--- config.mk ---
export PLATFORM = sky130hd
export DESIGN_NAME = ram_fifo_ctrl_flat
export DESIGN_NICKNAME = d
export VERILOG_FILES = /design/src/rtl/ram_fifo_if.sv /design/src/rtl/ram_fifo_ctrl.sv /design/src/flat_wrapper.sv
export SDC_FILE = /design/constraint.sdc
export NUM_CORES = 1
export LEC_CHECK = 0
export CORE_ASPECT_RATIO = 0.7
export CORE_MARGIN = 3
export CORE_UTILIZATION = 44
export DETAILED_ROUTE_END_ITERATION = 10
export HOLD_SLACK_MARGIN = 0.05
export PLACE_DENSITY = 0.73
export SKIP_LAST_GASP = 1
export SLEW_MARGIN = 20
export SYNTH_ARGS = -nofsm -noshare
export SYNTH_HDL_FRONTEND = slang
export SYNTH_SLANG_ARGS = --single-unit
--- constraint.sdc ---
create_clock -name clk -period 5.1 [get_ports clk]
set_clock_uncertainty 0.05 [all_clocks]
set_input_delay 1.53 -clock clk [delete_from_list [all_inputs] [get_ports clk]]
set_output_delay 1.53 -clock clk [all_outputs]
set_load 0.005 [all_outputs]
--- src/rtl/ram_fifo_if.sv ---
// ram_fifo_if: producer/consumer valid-ready stream bundle for ram_fifo_ctrl.
interface ram_fifo_if #(parameter int DATA_WIDTH = 16);
    logic                  in_valid;
    logic                  in_ready;
    logic [DATA_WIDTH-1:0] in_data;
    logic                  out_valid;
    logic                  out_ready;
    logic [DATA_WIDTH-1:0] out_data;
    modport master (output in_valid, in_data, out_ready, input in_ready, out_valid, out_data);
    modport slave  (input in_valid, in_data, out_ready, output in_ready, out_valid, out_data);
endinterface

--- src/rtl/ram_fifo_ctrl.sv ---
// ram_fifo_ctrl: block-RAM FIFO controller with a 2-entry output buffer hiding the read latency.
// Optional watermark flags are built when RAM_FIFO_WATERMARK_EN is defined.
module ram_fifo_ctrl #(
    parameter int ADDR_WIDTH = 8,
    parameter int DATA_WIDTH = 16,
    parameter int AF_LEVEL   = (1 << ADDR_WIDTH) - 4,
    parameter int AE_LEVEL   = 4
) (
    input  logic                  clk,
    input  logic                  rst_n,
    ram_fifo_if.slave             s,
    output logic [ADDR_WIDTH:0]   count,
    output logic                  ram_we,
    output logic [ADDR_WIDTH-1:0] ram_waddr,
    output logic [DATA_WIDTH-1:0] ram_d,
    output logic                  ram_re,
    output logic [ADDR_WIDTH-1:0] ram_raddr,
    input  logic [DATA_WIDTH-1:0] ram_q,
    output logic                  almost_full,
    output logic                  almost_empty
);
    localparam logic [ADDR_WIDTH:0] L_DEPTH = (ADDR_WIDTH+1)'(1 << ADDR_WIDTH);
    logic [ADDR_WIDTH-1:0] r_wptr, r_rptr;
    logic [ADDR_WIDTH:0]   r_ram_count, r_count;
    logic                  r_in_ready, r_inflight;
    logic [1:0]            r_buf_count;
    logic [DATA_WIDTH-1:0] r_head, r_skid;
    logic                  w_push, w_pop, w_re;
    logic [1:0]            w_b1;
    logic [ADDR_WIDTH:0]   w_ram_cnt_nxt, w_count_nxt;
    assign w_push        = s.in_valid && r_in_ready;
    assign w_pop         = (r_buf_count != 2'd0) && s.out_ready;
    assign w_re          = (r_ram_count != '0) &&
                           (({1'b0, r_buf_count} + {2'b0, r_inflight}) < (3'd2 + {2'b0, w_pop}));
    assign w_b1          = r_buf_count - {1'b0, w_pop};
    assign w_ram_cnt_nxt = r_ram_count + (ADDR_WIDTH+1)'(w_push) - (ADDR_WIDTH+1)'(w_re);
    assign w_count_nxt   = r_count + (ADDR_WIDTH+1)'(w_push) - (ADDR_WIDTH+1)'(w_pop);
    assign s.in_ready    = r_in_ready;
    assign s.out_valid   = r_buf_count != 2'd0;
    assign s.out_data    = r_head;
    assign count         = r_count;
    assign ram_we        = w_push;
    assign ram_waddr     = r_wptr;
    assign ram_d         = s.in_data;
    assign ram_re        = w_re;
    assign ram_raddr     = r_rptr;
    always_ff @(posedge clk or negedge rst_n) begin
        if (!rst_n) begin
            r_wptr      <= '0;
            r_rptr      <= '0;
            r_ram_count <= '0;
            r_count     <= '0;
            r_in_ready  <= 1'b0;
            r_inflight  <= 1'b0;
            r_buf_count <= 2'd0;
            r_head      <= '0;
            r_skid      <= '0;
        end else begin
            r_wptr      <= r_wptr + ADDR_WIDTH'(w_push);
            r_rptr      <= r_rptr + ADDR_WIDTH'(w_re);
            r_ram_count <= w_ram_cnt_nxt;
            r_count     <= w_count_nxt;
            r_in_ready  <= w_ram_cnt_nxt < L_DEPTH;
            r_inflight  <= w_re;
            // landed word fills the head if the pop left it empty, else the skid slot
            r_head      <= (r_inflight && w_b1 == 2'd0) ? ram_q : (w_pop ? r_skid : r_head);
            if (r_inflight && w_b1 == 2'd1)
                r_skid <= ram_q;
            r_buf_count <= w_b1 + {1'b0, r_inflight};
        end
    end
`ifdef RAM_FIFO_WATERMARK_EN
    logic r_af, r_ae;
    always_ff @(posedge clk or negedge rst_n) begin
        if (!rst_n) begin
            r_af <= 1'b0;
            r_ae <= 1'b1;
        end else begin
            r_af <= w_count_nxt >= (ADDR_WIDTH+1)'(AF_LEVEL);
            r_ae <= w_count_nxt <= (ADDR_WIDTH+1)'(AE_LEVEL);
        end
    end
    assign almost_full  = r_af;
    assign almost_empty = r_ae;
`else
    assign almost_full  = 1'b0;
    assign almost_empty = 1'b0;
`endif
endmodule
--- src/flat_wrapper.sv ---
// flat-port wrapper written by rule: the top's interface ports become plain ports
module ram_fifo_ctrl_flat 
#(
    parameter int ADDR_WIDTH = 8,
    parameter int DATA_WIDTH = 16,
    parameter int AF_LEVEL   = (1 << ADDR_WIDTH) - 4,
    parameter int AE_LEVEL   = 4
)
  (clk, rst_n, count, ram_we, ram_waddr, ram_d, ram_re, ram_raddr, ram_q, almost_full, almost_empty, s_in_valid, s_in_data, s_out_ready, s_in_ready, s_out_valid, s_out_data);
  ram_fifo_if #(.DATA_WIDTH(DATA_WIDTH)) s_i ();
  input  logic clk;
  input  logic rst_n;
  output logic [ADDR_WIDTH:0] count;
  output logic ram_we;
  output logic [ADDR_WIDTH-1:0] ram_waddr;
  output logic [DATA_WIDTH-1:0] ram_d;
  output logic ram_re;
  output logic [ADDR_WIDTH-1:0] ram_raddr;
  input  logic [DATA_WIDTH-1:0] ram_q;
  output logic almost_full;
  output logic almost_empty;
  input wire logic [$bits(s_i.in_valid)-1:0] s_in_valid;
  input wire logic [$bits(s_i.in_data)-1:0] s_in_data;
  input wire logic [$bits(s_i.out_ready)-1:0] s_out_ready;
  output wire logic [$bits(s_i.in_ready)-1:0] s_in_ready;
  output wire logic [$bits(s_i.out_valid)-1:0] s_out_valid;
  output wire logic [$bits(s_i.out_data)-1:0] s_out_data;
  assign s_i.in_valid = s_in_valid;
  assign s_i.in_data = s_in_data;
  assign s_i.out_ready = s_out_ready;
  assign s_in_ready = s_i.in_ready;
  assign s_out_valid = s_i.out_valid;
  assign s_out_data = s_i.out_data;
  ram_fifo_ctrl #(.ADDR_WIDTH(ADDR_WIDTH), .DATA_WIDTH(DATA_WIDTH), .AF_LEVEL(AF_LEVEL), .AE_LEVEL(AE_LEVEL)) u_core (.clk(clk), .rst_n(rst_n), .s(s_i), .count(count), .ram_we(ram_we), .ram_waddr(ram_waddr), .ram_d(ram_d), .ram_re(ram_re), .ram_raddr(ram_raddr), .ram_q(ram_q), .almost_full(almost_full), .almost_empty(almost_empty));
endmodule
# Yosys cells after proc, flatten, opt, wreduce, memory -nomap -nowiden
# Cells that the tools add are included.
[word_totals]
output_inout_bits = 63
elab_cells = 33
reg_bits = 70
[classes]
magnitude_cmp = 2
eq_ne = 1
n_reduce_logical = 9
n_addsub = 10
n_mux = 2
[op_table]
columns = ["operator", "n"]
rows = [
  ["two-way mux 16 bit", 2],
  ["adder 9 x 1 -> 9 bit", 2],
  ["subtractor 9 x 1 -> 9 bit", 2],
  ["adder 8 x 1 -> 8 bit", 2],
  ["less-than comparator 9 bit (second input constant)", 1],
  ["nonzero test 9 bit", 1],
  ["logical AND 1 bit", 5],
  ["nonzero test 2 bit", 2],
  ["adder 2 x 1 -> 3 bit", 1],
  ["adder 2 x 1 -> 3 bit (first input constant)", 1],
  ["less-than comparator 3 bit", 1],
  ["adder 2 x 1 -> 2 bit", 1],
  ["equality test 2 x 1 -> 1 bit (second input constant)", 1],
  ["zero test 2 bit", 1],
  ["subtractor 2 x 1 -> 2 bit", 1],
]

# Logic depth before layout (Yosys ltp)
# Gate-level depths: netlist of the first run.
[logic_depth]
depth_word = 7
ltp_mapped = 14

# Least setup slack after synthesis of the first run
# OpenSTA, ideal clock, no wires.
[synth_timing]
kind = "in2reg"
startpoint = "in s_out_ready"
endpoint = "reg u_core.r_count[8], in the netlist u_core.count[8]"
arrival_ps = 3830
path_slack_ps = 1096
path_stages = 13
required_time_ps = 4926
setup_time_ps = 124
n_path_buf = 2
path_cell_list = "o21ai_0 -> buf_2 -> buf_4 -> inv_1 -> ha_1 -> inv_1 -> ha_1 -> fa_1 -> a21o_1 -> a2111oi_4 -> o21bai_1 -> a21oi_1 -> xnor2_1"
[synth_via]
elab_chain_cells = 2
[synth_rtl]
columns = ["element", "line_no", "rtl"]
rows = [
  ["start, declared", "flat_wrapper.sv:24", "input wire logic [$bits(s_i.out_ready)-1:0] s_out_ready;"],
  ["logical AND 1 bit", "ram_fifo_ctrl.sv:32", "assign w_pop = (r_buf_count != 2'd0) && s.out_ready;"],
  ["subtractor 9 x 1 -> 9 bit", "ram_fifo_ctrl.sv:37", "assign w_count_nxt = r_count + (ADDR_WIDTH+1)'(w_push) - (ADDR_WIDTH+1)'(w_pop);"],
  ["via u_core.w_count_nxt[8]", "ram_fifo_ctrl.sv:30", "logic [ADDR_WIDTH:0] w_ram_cnt_nxt, w_count_nxt;"],
  ["end signal, assigned", "ram_fifo_ctrl.sv:62", "r_count <= w_count_nxt;"],
  ["end, declared", "ram_fifo_ctrl.sv:24", "logic [ADDR_WIDTH:0] r_ram_count, r_count;"],
]
# The timed path passes the listed nets, and every way through them passes these cells.
# A chain may end at the register's enable or synchronous reset.

# Final worst setup path of the first run
[layout_timing]
startpoint = "in s_out_ready"
endpoint = "out ram_re"
[layout_via]
elab_chain_cells = 4
[layout_rtl]
columns = ["element", "line_no", "rtl"]
rows = [
  ["logical AND 1 bit", "ram_fifo_ctrl.sv:32", ""],
  ["adder 2 x 1 -> 3 bit", "ram_fifo_ctrl.sv:34", "(({1'b0, r_buf_count} + {2'b0, r_inflight}) < (3'd2 + {2'b0, w_pop}));"],
  ["less-than comparator 3 bit", "ram_fifo_ctrl.sv:34", ""],
  ["logical AND 1 bit", "ram_fifo_ctrl.sv:33", "assign w_re = (r_ram_count != '0) &&"],
  ["end, declared", "flat_wrapper.sv:17", "output logic ram_re;"],
]
# Every way passes these cells.

==> metrics.yaml, run 1 <==
clock_network:
  insertion_delay_ns: 0.33
  clkSinkCount: 70
  ctsResizeCount: 0
  clk_pin_slew_worst_paths_ns: 0.05
  cts_tree: "yes"
  post_cts_buffers: 0
  clockBufferDepth: 2
  ctsHtreeMaxLevel: 3
  cts_made_buffers: 9
  ctsHoldBuffers: 0
  cts-root-buf: "clkbuf_16"
drt:
  vias: 2343
  routed_wl_um: 7010
  route.met2.wl_um: 3020
  routed_via_density: 4.97
  top_layer: "met4"
  drc: 0
  m1WireLength_um: 3470
  drt_iter0_drc: 95
  wl_per_cell_um: 14.9
  dr_wl_met3_um: 463
  drt_pass1_iterations: 4
  ant_nets: 0
placement:
  globalplace.congestion: 0.805
  dp.cells: 455
  port_buffers: 64
  dp_hpwl_um: 5090
synthesis:
  ys_ff_latch: 70
  yosysSeqAreaShare: 0.486
  synth_warnings: 0
  synth_cells: 313
  syn_area_sq_um: 3600
  synth_area_leaders: "dfrtp_1, ha_1, xnor2_1"
  synth_cell_type_count: 38
  synth-main-ff-cell: "dfrtp_1"
  synth_top_area_cell: "dfrtp_1"
  async_flop_share: 1.00
  avgSynthCellArea_sq_um: 11.5
  synth_top_area_share: 0.486
  synth-edff-count: 0
status:
  outcome: "finished clean"
worst_setup_path:
  timing_worst_setup_path_type: "primary input to primary output"
  r2r_setup_slack_ns: 1.86
  end_kind: "primary output"
  required_ns: 3.52
  cp.arrival_ns: 3.00
  worstRegToRegCells: 14
  timing.rr.end: "u_core.r_ram_count[8]"
  cp-start-kind: "primary input"
  crit_fanout: 2
  cp_slowest_cell: "clkdlybuf4s50_1"
  critical_path.cell_chain: "clkdlybuf4s50_1 -> o21ai_2 -> o21ai_0 -> o311a_1 -> clkdlybuf4s50_1"
  r2r_start: "u_core.r_buf_count[0]"
  cp_slowest_stage_delay_ns: 0.53
  cp_common_cell: "clkdlybuf4s50_1"
timing:
  worstMarginPinSlew_ns: 0.724
  final_max_slew_viol_count: 0
  hold_viol: 0
  fin_crit_sh: 0.898
  max_freq_mhz: 218
  finalCriticalPeriod_ns: 4.58
  setup_viol: 0
  finalSetupTns_ns: 0
  maxSlewHeadroom: 0.517
  rsz0062_at_grt: "no"
die:
  core-area_sq_um: 7610
  rows: 26
  die_h_um: 81.7
  dieWidth_um: 114
  ios: 99
  start_util: 0.473
  die_area_sq_um: 9330
grt:
  grt_pass1_wl_um: 11600
  antenna_found_initial: 0
  overflow: 0
  grt.total_usage: 0.161
  grt_max_degree: 40
  grt_pass1_vias: 2392
layout:
  syn_to_final_growth_pct: 27.0
  fin_nets: 433
  instances_no_fill: 471
  final_common_cell: "dfrtp_1"
  layout-drive-gt1-share: 0.118
  layout_common_cells: "dfrtp_1, clkdlybuf4s50_1, inv_1, ha_1"
  antenna_cells: 0
min_path:
  hp-start: "u_core.ram_waddr[7]"
  min_to: "u_core.ram_waddr[7]"
  hold_depth: 1
  hold_class: "register to register"
run:
  drv_cap: 0
pwr:
  static-leakage-power_nw: 2.15
  ir_drop_mv: 0.329
  powerDensity_nw_per_um2: 816
cell type report:
type / count / area, sq um
Clock inverter: 5 / 106
Multi-Input combinational cell: 188 / 1570
Fill cell: 641 / 3040
Tap cell: 98 / 123
Inverter: 30 / 113
Sequential cell: 70 / 1750
Clock buffer: 11 / 243
Timing Repair Buffer: 69 / 673
critical path, delay by kind of cell:
| family | cells | cell delay, ns |
|---|---|---|
| AOI/OAI and AO/OA | 3 | 0.46 |
| buffers and inverters | 2 | 1.02 |
kinds of logic after synthesis:
kind of cell	after synthesis	share of synthesized area
AO/OA/AOI/OAI	38	0.0764
XOR/XNOR	33	0.0802
adder cells (fa/ha/maj)	29	0.105
buffers and inverters	56	0.0809
flip-flops	70	0.486
multiplexers	32	0.0945
other	1	0.00104
AND/OR/NAND/NOR	54	0.0757
power breakdown:
group          internal [W]  switching [W]  leakage (nW)
registers          0.000868       0.000210         0.832
logic               0.00103       0.000895          1.15
clock network      0.000492       0.000232         0.166
through the flow:
stage	setup WS [ns]	hold slack [ns]	instance area, sq um	total power (W)	util
after CTS	0.490	0.431	4580	0.00378	0.601
after detailed placement	0.501	0.424	4230	0.00302	0.555
after floorplan	1.10	0.418	3610	0.00234	-
final	0.522	0.422	4580	0.00373	0.601
after global routing	0.446	0.452	4580	0.00404	0.601
after global placement	0.493	0.412	4230	0.00293	0.555
worst max-delay path by stage:
| stage | from | to | slack (ns) | depth (start not counted) |
|---|---|---|---|---|
| global route | s_out_ready | ram_re | 0.45 | 5 |
| global placement | s_out_ready | ram_re | 0.49 | 5 |
| floorplan | s_out_ready | u_core.count[8] | 1.10 | 13 |
| finish | s_out_ready | ram_re | 0.52 | 5 |
| detailed placement | s_out_ready | ram_re | 0.50 | 5 |
| CTS | s_out_ready | ram_re | 0.49 | 5 |
sequential cells by signal, indices dropped and copies added (netlist names):
signal,count
u_core.r_skid,16
u_core.s.out_data,16
u_core.count,9
u_core.r_ram_count,9
u_core.ram_raddr,8
u_core.ram_waddr,8
u_core.r_buf_count,2
u_core.r_inflight,1
u_core.s.in_ready,1
synth_stat cells (2+ instances only):
| cell | count |
|---|---|
| mux2_2 | 16 |
| buf_2 | 2 |
| o21ai_0 | 2 |
| clkbuf_1 | 3 |
| xor2_1 | 10 |
| nand3_1 | 7 |
| inv_1 | 30 |
| fa_1 | 2 |
| and2_1 | 2 |
| mux2i_1 | 16 |
| xnor2_1 | 23 |
| ha_1 | 27 |
| nor2_1 | 23 |
| nand4_1 | 4 |
| a21oi_1 | 21 |
| a21o_1 | 2 |
| nand2_1 | 4 |
| buf_4 | 21 |
| and3_1 | 6 |
| o21bai_1 | 3 |
| dfrtp_1 | 70 |
| a2111oi_4 | 2 |
| o41ai_1 | 2 |
layer usage:
metal,track usage,vias up
met1,0.224,1113
li1,-,1147
met3,0.0574,11
met2,0.239,72
met4,0.0474,0
met5,0,-
No activity file was read; power rests on OpenSTA's default activity.
==> run 2, diff against run 1 <==
ABC_CLOCK_PERIOD_IN_PS = 5100   (was unset)
CAP_MARGIN = 20   (was unset)
==> results of run 2 <==
The final DEF is identical to that of run 1; final timing and power are the same.
